`src/rtl/seg_pkg.sv`:
```
// Shared definitions for the paged 7-segment driver: segment bit positions,
// the hex glyph table and the page-count helpers.
package seg_pkg;

    localparam int unsigned SEG_A = 0;
    localparam int unsigned SEG_B = 1;
    localparam int unsigned SEG_C = 2;
    localparam int unsigned SEG_D = 3;
    localparam int unsigned SEG_E = 4;
    localparam int unsigned SEG_F = 5;
    localparam int unsigned SEG_G = 6;
    localparam int unsigned SEG_W = SEG_G + 1;

    // Index n holds the glyph for hex digit n (entry 0 is the rightmost element).
    localparam logic [15:0][SEG_W-1:0] HEX7_TABLE = {
        7'h71, 7'h79, 7'h5E, 7'h39, 7'h7C, 7'h77, 7'h6F, 7'h7F,
        7'h07, 7'h7D, 7'h6D, 7'h66, 7'h4F, 7'h5B, 7'h06, 7'h3F
    };

    function automatic int unsigned calc_num_pages(input int unsigned value_w,
                                                   input int unsigned num_digits);
        return (value_w + 4 * num_digits - 1) / (4 * num_digits);
    endfunction

    function automatic int unsigned calc_page_w(input int unsigned value_w,
                                                input int unsigned num_digits);
        int unsigned np;
        np = calc_num_pages(value_w, num_digits);
        return (np <= 1) ? 1 : $clog2(np);
    endfunction

endpackage

```
`src/rtl/hex7seg_decode.sv`:
```
// Combinational nibble to active-high 7-segment glyph decoder.
module hex7seg_decode
    import seg_pkg::*;
(
    input  logic [3:0]       nibble,
    output logic [SEG_W-1:0] seg_c
);

    always_comb begin
        seg_c = HEX7_TABLE[nibble];
    end

endmodule

```
`src/rtl/seg_pager.sv`:
```
// Paged, multiplexed hex display driver with a one-entry holding register
// and a shadow that only reloads at page wrap. Optional leading-zero blanking
// is enabled by defining SEG_PAGER_BLANK_EN.
module seg_pager
    import seg_pkg::*;
#(
    parameter int unsigned VALUE_W    = 32,
    parameter int unsigned NUM_DIGITS = 4,
    parameter int unsigned SCAN_DIV   = 12000,
    parameter int unsigned PAGE_DIV   = 16777216,
    parameter int unsigned PAGE_W     = calc_page_w(VALUE_W, NUM_DIGITS)
) (
    input  logic                  clk,
    input  logic                  resetn,
    input  logic [VALUE_W-1:0]    value,
    input  logic                  value_valid,
    output logic                  value_ready,
    output logic [SEG_W-1:0]      segment,
    output logic [NUM_DIGITS-1:0] digit_sel,
    output logic [PAGE_W-1:0]     page,
    output logic                  colon
);

    localparam int unsigned NUM_PAGES  = calc_num_pages(VALUE_W, NUM_DIGITS);
    localparam int unsigned SHADOW_W   = NUM_PAGES * 4 * NUM_DIGITS;
    localparam int unsigned NIB_TOTAL  = NUM_PAGES * NUM_DIGITS;
    localparam int unsigned IDX_W      = (NIB_TOTAL <= 1) ? 1 : $clog2(NIB_TOTAL);
    localparam int unsigned DIG_W      = (NUM_DIGITS <= 1) ? 1 : $clog2(NUM_DIGITS);
    localparam int unsigned SCAN_W     = $clog2(SCAN_DIV);
    localparam int unsigned PAGE_CNT_W = $clog2(PAGE_DIV);

    logic [SCAN_W-1:0]     scan_cnt_q, scan_cnt_d;
    logic [PAGE_CNT_W-1:0] page_cnt_q, page_cnt_d;
    logic [DIG_W-1:0]      digit_q, digit_d;
    logic [PAGE_W-1:0]     page_q, page_d;
    logic [SHADOW_W-1:0]   shadow_q, shadow_d;
    logic [VALUE_W-1:0]    hold_q, hold_d;
    logic                  value_ready_q, value_ready_d;
    logic [SEG_W-1:0]      segment_q, segment_d;
    logic [NUM_DIGITS-1:0] digit_sel_q, digit_sel_d;
    logic                  colon_q, colon_d;

    logic                  scan_term;
    logic                  page_term;
    logic                  page_wrap;
    logic [IDX_W-1:0]      nib_idx;
    logic [3:0]            nibble;
    logic [SEG_W-1:0]      dec_seg;

    hex7seg_decode u_dec (
        .nibble (nibble),
        .seg_c  (dec_seg)
    );

    // Counters, handshake/shadow update and the registered display outputs.
    always_comb begin
        scan_term     = (scan_cnt_q == SCAN_W'(SCAN_DIV - 1));
        page_term     = (page_cnt_q == PAGE_CNT_W'(PAGE_DIV - 1));
        page_wrap     = page_term && (page_q == PAGE_W'(NUM_PAGES - 1));

        scan_cnt_d    = scan_term ? '0 : scan_cnt_q + SCAN_W'(1);
        page_cnt_d    = page_term ? '0 : page_cnt_q + PAGE_CNT_W'(1);
        digit_d       = digit_q;
        page_d        = page_q;
        shadow_d      = shadow_q;
        hold_d        = hold_q;
        value_ready_d = value_ready_q;

        if (scan_term) begin
            digit_d = (digit_q == DIG_W'(NUM_DIGITS - 1)) ? '0 : digit_q + DIG_W'(1);
        end
        if (page_term) begin
            page_d = page_wrap ? '0 : page_q + PAGE_W'(1);
        end

        // Full holding register drains only at page wrap; ready=0 blocks accepts meanwhile.
        if (page_wrap && !value_ready_q) begin
            shadow_d      = SHADOW_W'(hold_q);
            value_ready_d = 1'b1;
        end else if (value_ready_q && value_valid) begin
            hold_d        = value;
            value_ready_d = 1'b0;
        end

        nib_idx = IDX_W'(page_q) * IDX_W'(NUM_DIGITS) + IDX_W'(digit_q);
        nibble  = 4'(shadow_q >> {nib_idx, 2'b00});

`ifdef SEG_PAGER_BLANK_EN
        // Blank when this nibble and everything above it in the shadow is zero.
        if ((nib_idx != '0) && ((shadow_q >> {nib_idx, 2'b00}) == '0)) begin
            segment_d = '0;
        end else begin
            segment_d = dec_seg;
        end
`else
        segment_d = dec_seg;
`endif

        digit_sel_d = NUM_DIGITS'(1) << digit_q;
        colon_d     = (page_q != '0);
    end

    always_ff @(posedge clk) begin
        if (!resetn) begin
            scan_cnt_q    <= '0;
            page_cnt_q    <= '0;
            digit_q       <= '0;
            page_q        <= '0;
            shadow_q      <= '0;
            hold_q        <= '0;
            value_ready_q <= 1'b1;
            segment_q     <= '0;
            digit_sel_q   <= '0;
            colon_q       <= 1'b0;
        end else begin
            scan_cnt_q    <= scan_cnt_d;
            page_cnt_q    <= page_cnt_d;
            digit_q       <= digit_d;
            page_q        <= page_d;
            shadow_q      <= shadow_d;
            hold_q        <= hold_d;
            value_ready_q <= value_ready_d;
            segment_q     <= segment_d;
            digit_sel_q   <= digit_sel_d;
            colon_q       <= colon_d;
        end
    end

    assign value_ready = value_ready_q;
    assign segment     = segment_q;
    assign digit_sel   = digit_sel_q;
    assign page        = page_q;
    assign colon       = colon_q;

endmodule

```
`config.mk`:
```
export PLATFORM = sky130hd
export DESIGN_NAME = seg_pager
export DESIGN_NICKNAME = d
export VERILOG_FILES = /design/src/rtl/seg_pkg.sv /design/src/rtl/hex7seg_decode.sv /design/src/rtl/seg_pager.sv
export SDC_FILE = /design/constraint.sdc
export NUM_CORES = 1
export LEC_CHECK = 0
export ABC_AREA = 1
export BUFFER_PORTS_ARGS = -buffer_cell sky130_fd_sc_hd__buf_4
export CELL_PAD_IN_SITES_DETAIL_PLACEMENT = 1
export CELL_PAD_IN_SITES_GLOBAL_PLACEMENT = 2
export CORE_ASPECT_RATIO = 1.4
export CORE_MARGIN = 8
export CORE_UTILIZATION = 33
export DETAILED_ROUTE_END_ITERATION = 12
export HOLD_SLACK_MARGIN = 0.12
export PLACE_DENSITY_LB_ADDON = 0.1
export SYNTH_ARGS = -nofsm -noshare
export SYNTH_HDL_FRONTEND = slang
export SYNTH_HIERARCHICAL = 1
export SYNTH_SLANG_ARGS = --single-unit
export TNS_END_PERCENT = 100
```
`constraint.sdc`:
```
create_clock -name clk -period 3.1 [get_ports clk]
set_clock_uncertainty 0.1 [all_clocks]
set_input_delay 0.155 -clock clk [delete_from_list [all_inputs] [get_ports clk]]
set_output_delay 0.155 -clock clk [all_outputs]
set_load 0.02 [all_outputs]
```
Yosys cells after proc, flatten, opt, wreduce, memory -nomap -nowiden
Memory sizes are Yosys's and may differ from the RTL's. A register that Yosys moved wholly into a read port is not among the register bits.
Cells that the tools add are included.
Storage, ports and cells
  memory bits (read-only): 112
  memories kept: 1
  register bits: 111
  output and inout bits: 14
  bits of input ports: 35
  logic and storage cells: 33
Memory list
  (no name shown): depth 16, width 7, rd ports 1, clocked after memory_dff 1, write ports 0, RTL line hex7seg_decode.sv:10  | seg_c = HEX7_TABLE[nibble];
Operators by class
  shifts and indexed selects: 2
  reduce and logical (&&, ||, !) cells: 9
  eq/ne operators: 3
  add/sub/neg operators: 5
  bitwise gates (word level): 2
  mux-type cells: 2
Operator list (number)
  32-bit by 5-bit right shift with 4-bit output: 1
  24-bit by 1-bit adder with 24-bit output (second input constant): 1
  24-bit equality test (second input constant): 1
  14-bit by 1-bit adder with 14-bit output (second input constant): 1
  14-bit equality test (second input constant): 1
  2-bit OR reduction: 3
  1-bit by 2-bit left shift with 4-bit output (first input constant): 1
  3-bit by 2-bit adder with 3-bit output: 1
  1-bit logical AND: 3
  2-bit by 1-bit adder with 2-bit output (second input constant): 1
  2-bit equality test (second input constant): 1
  1-bit zero test: 2
  2-bit 2-to-1 mux: 1
  1-bit NOT: 2
  2-bit AND reduction: 1
  1-bit adder (second input constant): 1
  1-bit 2-to-1 mux: 1

Longest topological paths before layout
  depth in word-level cells: 5
  depth in mapped cells: 15

Cells and area by module
The synthesis kept the hierarchy.
By module, submodules not included
  seg_pager: instances 1, area an instance 4971.0 sq um, cells an instance 715, seq. area each 2362.3 sq um
  hex7seg_decode: instances 1, area an instance 285.3 sq um, cells an instance 54, seq. area each 0.0 sq um

Worst setup path before layout
Ideal clock, no wire load.
  kind: flip-flop to flip-flop
  from: register digit_q[0]
  to: register segment_q[3] (netlist: segment[3])
  slack: 0.880 ns
  clock period less this slack: 2.220 ns
  stages on the path, launching flop included: 14
  setup time: 0.110 ns
  data arrival time: 2.011 ns
  buffers on the path: 1
  required time: 2.890 ns
  cells stage by stage: dfxtp_1 > clkinv_1 > clkbuf_1 > a21oi_1 > o21ai_0 > a31oi_1 > inv_1 > ha_1 > nand2_2 > o21ai_1 > nand2_1 > nand2_1 > nand2_1 > inv_1
Between the ends
  longest elaborated chain between the ends: 2
Ends and longest elaborated chain
  start, declared: RTL line seg_pager.sv:34  | logic [DIG_W-1:0] digit_q, digit_d;
  start signal, assigned: RTL line seg_pager.sv:118  | digit_q <= digit_d;
  3-bit by 2-bit adder with 3-bit output: RTL line seg_pager.sv:85  | nib_idx = IDX_W'(page_q) * IDX_W'(NUM_DIGITS) + IDX_W'(digit_q);
  32-bit by 5-bit right shift with 4-bit output: RTL line seg_pager.sv:86  | nibble = 4'(shadow_q >> {nib_idx, 2'b00});
  net nibble[0]: RTL line seg_pager.sv:47  | logic [3:0] nibble;
  end, declared: RTL line seg_pager.sv:39  | logic [SEG_W-1:0] segment_q, segment_d;
The timed path passes the listed nets, and every way through them passes these cells.
A chain may end at the register's enable or synchronous reset.

Worst setup path after layout
Same ends and word-level chain as after synthesis.

==> metrics.txt <==
FILL cells=1976; Die Y=165.3 µm; Setup WS pre-CTS=486.9 ps; reg2reg setup slack=480 ps; core area=15610 µm²; fmax=0.3822 GHz; worst min path class=reg2reg; largest net degree at the start of global routing=65; dominant cell type by area after synthesis=dfxtp_1; synth top area cells=dfxtp_1 (45%), nor2_1 (13%), nand2_1 (12%), inv_1 (5.6%), o21ai_0 (5.5%); most instantiated cells after synthesis=nor2_1 (182), nand2_1 (175), dfxtp_1 (118); Cells after Synth=769; Cell Area, Synth=5256 µm²; Tot GR Track Use=15.07%; Residual DRC=0; part of the Yosys area used for sequential elements=44.94%; async set or reset register ratio after synthesis=0%; Max Cap Viol=0; via count=4900; # diodes=0; Peak VDD IR=0.3086 mV; Clock Latency Late Sink=410 ps; CP dominant cell by count=nand2_1; Crit. End Element=register; Post-DP HPWL=9910 µm; syn nets=814; Routed WL=14190 µm; PwrDens=581.2 nW/µm²; critical path's top delay family=compound AO/OA/AOI/OAI gates; layout cell share with drive strength beyond 1=12.12%; Reg2Reg Depth=14; Critical Path AT=2820 ps; Syn Area/Cell=6.835 µm²; Synth top area share=44.94%; Layout Nets=898; RSZ-0062 raised after global routing=false; Critical Path Start=digit_q[0]$_SDFFE_PN0N_; most common cell in the netlist=nor2_1; Synth Warn #=6; buffers plus inverters on the worst setup path=3; Cell Chain, Critical Path=clkinv_1, a21oi_1, o21ai_0, nand2_1, nor2_1, a31oi_1, inv_1, ha_1, nand2_2, o21ai_1, nand2_1, nand2_1, nand2_1, inv_1; Crit path depth=14; Root Driver=clkbuf_16; run status=complete, no violations; unique cell type count in the Yosys netlist=34; I/O pin cnt=49; Clock Pin Slew Worst Setup and Hold Paths=60 ps; endpoints failing hold=0; die area=20280 µm²; TritonCTS clock tree=built; # port buffers=48; end of the worst register-to-register path=segment[3]$_SDFF_PN0_; die width=122.7 µm; Worst Setup Slack, final=483.9 ps; Setup TNS=0 ps; Cell Rows=54; crit-path max cell delay=390 ps; area growth from synthesis to layout=29.73%; worst slew pin tran=791.5 ps; Final Cycle Share=84.39%; Synth Flop Type=dfxtp_1; # Post-CTS Setup Buffers=0; fin crit period=2616 ps; initial antenna violation count=0; hold path cells=1; Starting DRT DRC Count=163; vias in the first global route=5180; Startpoint Class=register; Via density=4.614; Max clock buf depth=2; worst setup path end=segment[3]$_SDFF_PN0_; Max-slew headroom=47.10%; Antenna Nets Post-Route=0; number of buffers created by CTS=17; Post-synth EDFFs=0; Initial Util=33.68%; Avg WL per Cell=13.36 µm; Max FO, Critical Path=18; reg2reg start=digit_q[0]$_SDFFE_PN0N_; global-route wire length before repair=24090 µm; RD Place Congestion=0.7981; htree depth=4; GRT overflow=0; CP max-delay cell=a31oi_1; CTS Sinks=118; final setup vio count=0; Leak=3.056 nW; post-synthesis register bit count=118; DR pass1 iterations=4; Final Util=43.69%; Req. time, crit path=3310 ps; Crit Path Class=reg2reg; fin. max-slew vios=0
==> placed cells by master, fill, tap and decap left out, drive strengths merged <==
master,Yosys,layout
xor2,7,7
a31oi,4,4
o21ai,59,59
nand3,17,17
nand2,178,178
clkinvlp,0,3
or2,6,6
inv,83,84
dfxtp,118,118
dlygate4sd3,0,40
nor3,13,13
clkbuf,17,19
a21oi,37,37
ha,10,10
nand4,8,8
nor2,185,185
nand3b,4,4
or3,1,1
bufinv,0,5
clkinv,3,7
buf,14,56
xnor2,1,1
nor4,1,1
nor3b,2,2
o211ai,1,1
==> worst min-delay path by stage <==
stage	start	end	slack [ps]
6_report	scan_cnt_q[0]$_SDFF_PP0_	scan_cnt_q[0]$_SDFF_PP0_	350
5_1_grt	scan_cnt_q[0]$_SDFF_PP0_	scan_cnt_q[0]$_SDFF_PP0_	380
4_1_cts	page_cnt_q[0]$_SDFF_PP0_	page_cnt_q[0]$_SDFF_PP0_	350
3_5_place_dp	value_valid	value_ready$_SDFFE_PP1P_	290
3_3_place_gp	value_valid	value_ready$_SDFFE_PP1P_	270
2_1_floorplan	value_valid	value_ready$_SDFFE_PP1P_	170
==> per-stage QoR <==
| step | hold slack, ps | instances | instance area (µm²) | total power [W] |
|---|---|---|---|---|
| global route | 376.5 | 1062 | 6819 | 0.004106 |
| CTS | 352.9 | 1062 | 6819 | 0.004025 |
| finish | 350.1 | 1062 | 6819 | 0.003963 |
| floorplan | 170.9 | 769 | 5256 | 0.001706 |
| global placement | 266.0 | 990 | 5764 | 0.001775 |
| detailed placement | 285.3 | 990 | 5764 | 0.001783 |
==> what timing repair did <==
action,in CTS,in global routing
resized for setup,0,0
hold endpoints to repair,54,0
hold buffers,40,0
==> kinds of logic (layout without fill, tap and decap cells) <==
| family | count (synthesis) | count (layout) | synth area share, % |
|---|---|---|---|
| flip-flops | 118 | 118 | 44.94 |
| AND/OR/NAND/NOR | 415 | 415 | 32.40 |
| XOR/XNOR | 8 | 8 | 1.333 |
| buffers and inverters | 117 | 214 | 9.188 |
| AO/OA/AOI/OAI | 101 | 101 | 9.760 |
| adder cells (fa/ha/maj) | 10 | 10 | 2.380 |
==> worst reg2reg max path, cell delays in order (launching register included) <==
cell and delay, ps:
dfxtp_1 330, clkinv_1 340, a21oi_1 240, o21ai_0 100
nand2_1 70, nor2_1 40, a31oi_1 390, inv_1 190
ha_1 340, nand2_2 70, o21ai_1 70, nand2_1 70
nand2_1 60, nand2_1 70, inv_1 40
==> state kept, by name, summed over array words and instances (netlist names), 2 cells and up <==
signal      cells
digit_q         2
digit_sel       4
hold_q         32
page_cnt_q     24
scan_cnt_q     14
segment         7
shadow_q       32
==> cell type report <==
| type | instances | area [µm²] | area share, % |
|---|---|---|---|
| inverter | 86 | 325.3 | 4.771 |
| clock buffer | 19 | 452.9 | 6.642 |
| timing repair buffer | 96 | 820.8 | 12.04 |
| sequential | 118 | 2362 | 34.64 |
| tap | 196 | 245.2 | 3.596 |
| clock inverter | 13 | 201.4 | 2.954 |
| multi-input combinational | 534 | 2411 | 35.36 |
==> report_power, final <==
group	switching (W)	internal [W]
clock network	0.000712	0.00146
logic	0.000101	0.000101
registers	0.0000237	0.00156
==> routing by layer <==
| layer | wire length, µm | track usage, % |
|---|---|---|
| met1 | 6102 | 16.07 |
| met2 | 7449 | 27.83 |
| met3 | 469 | 3.947 |
| met4 | 167 | 5.114 |
| met5 | 0 | 0 |
Note: power is estimated with default switching activity, not from simulation.
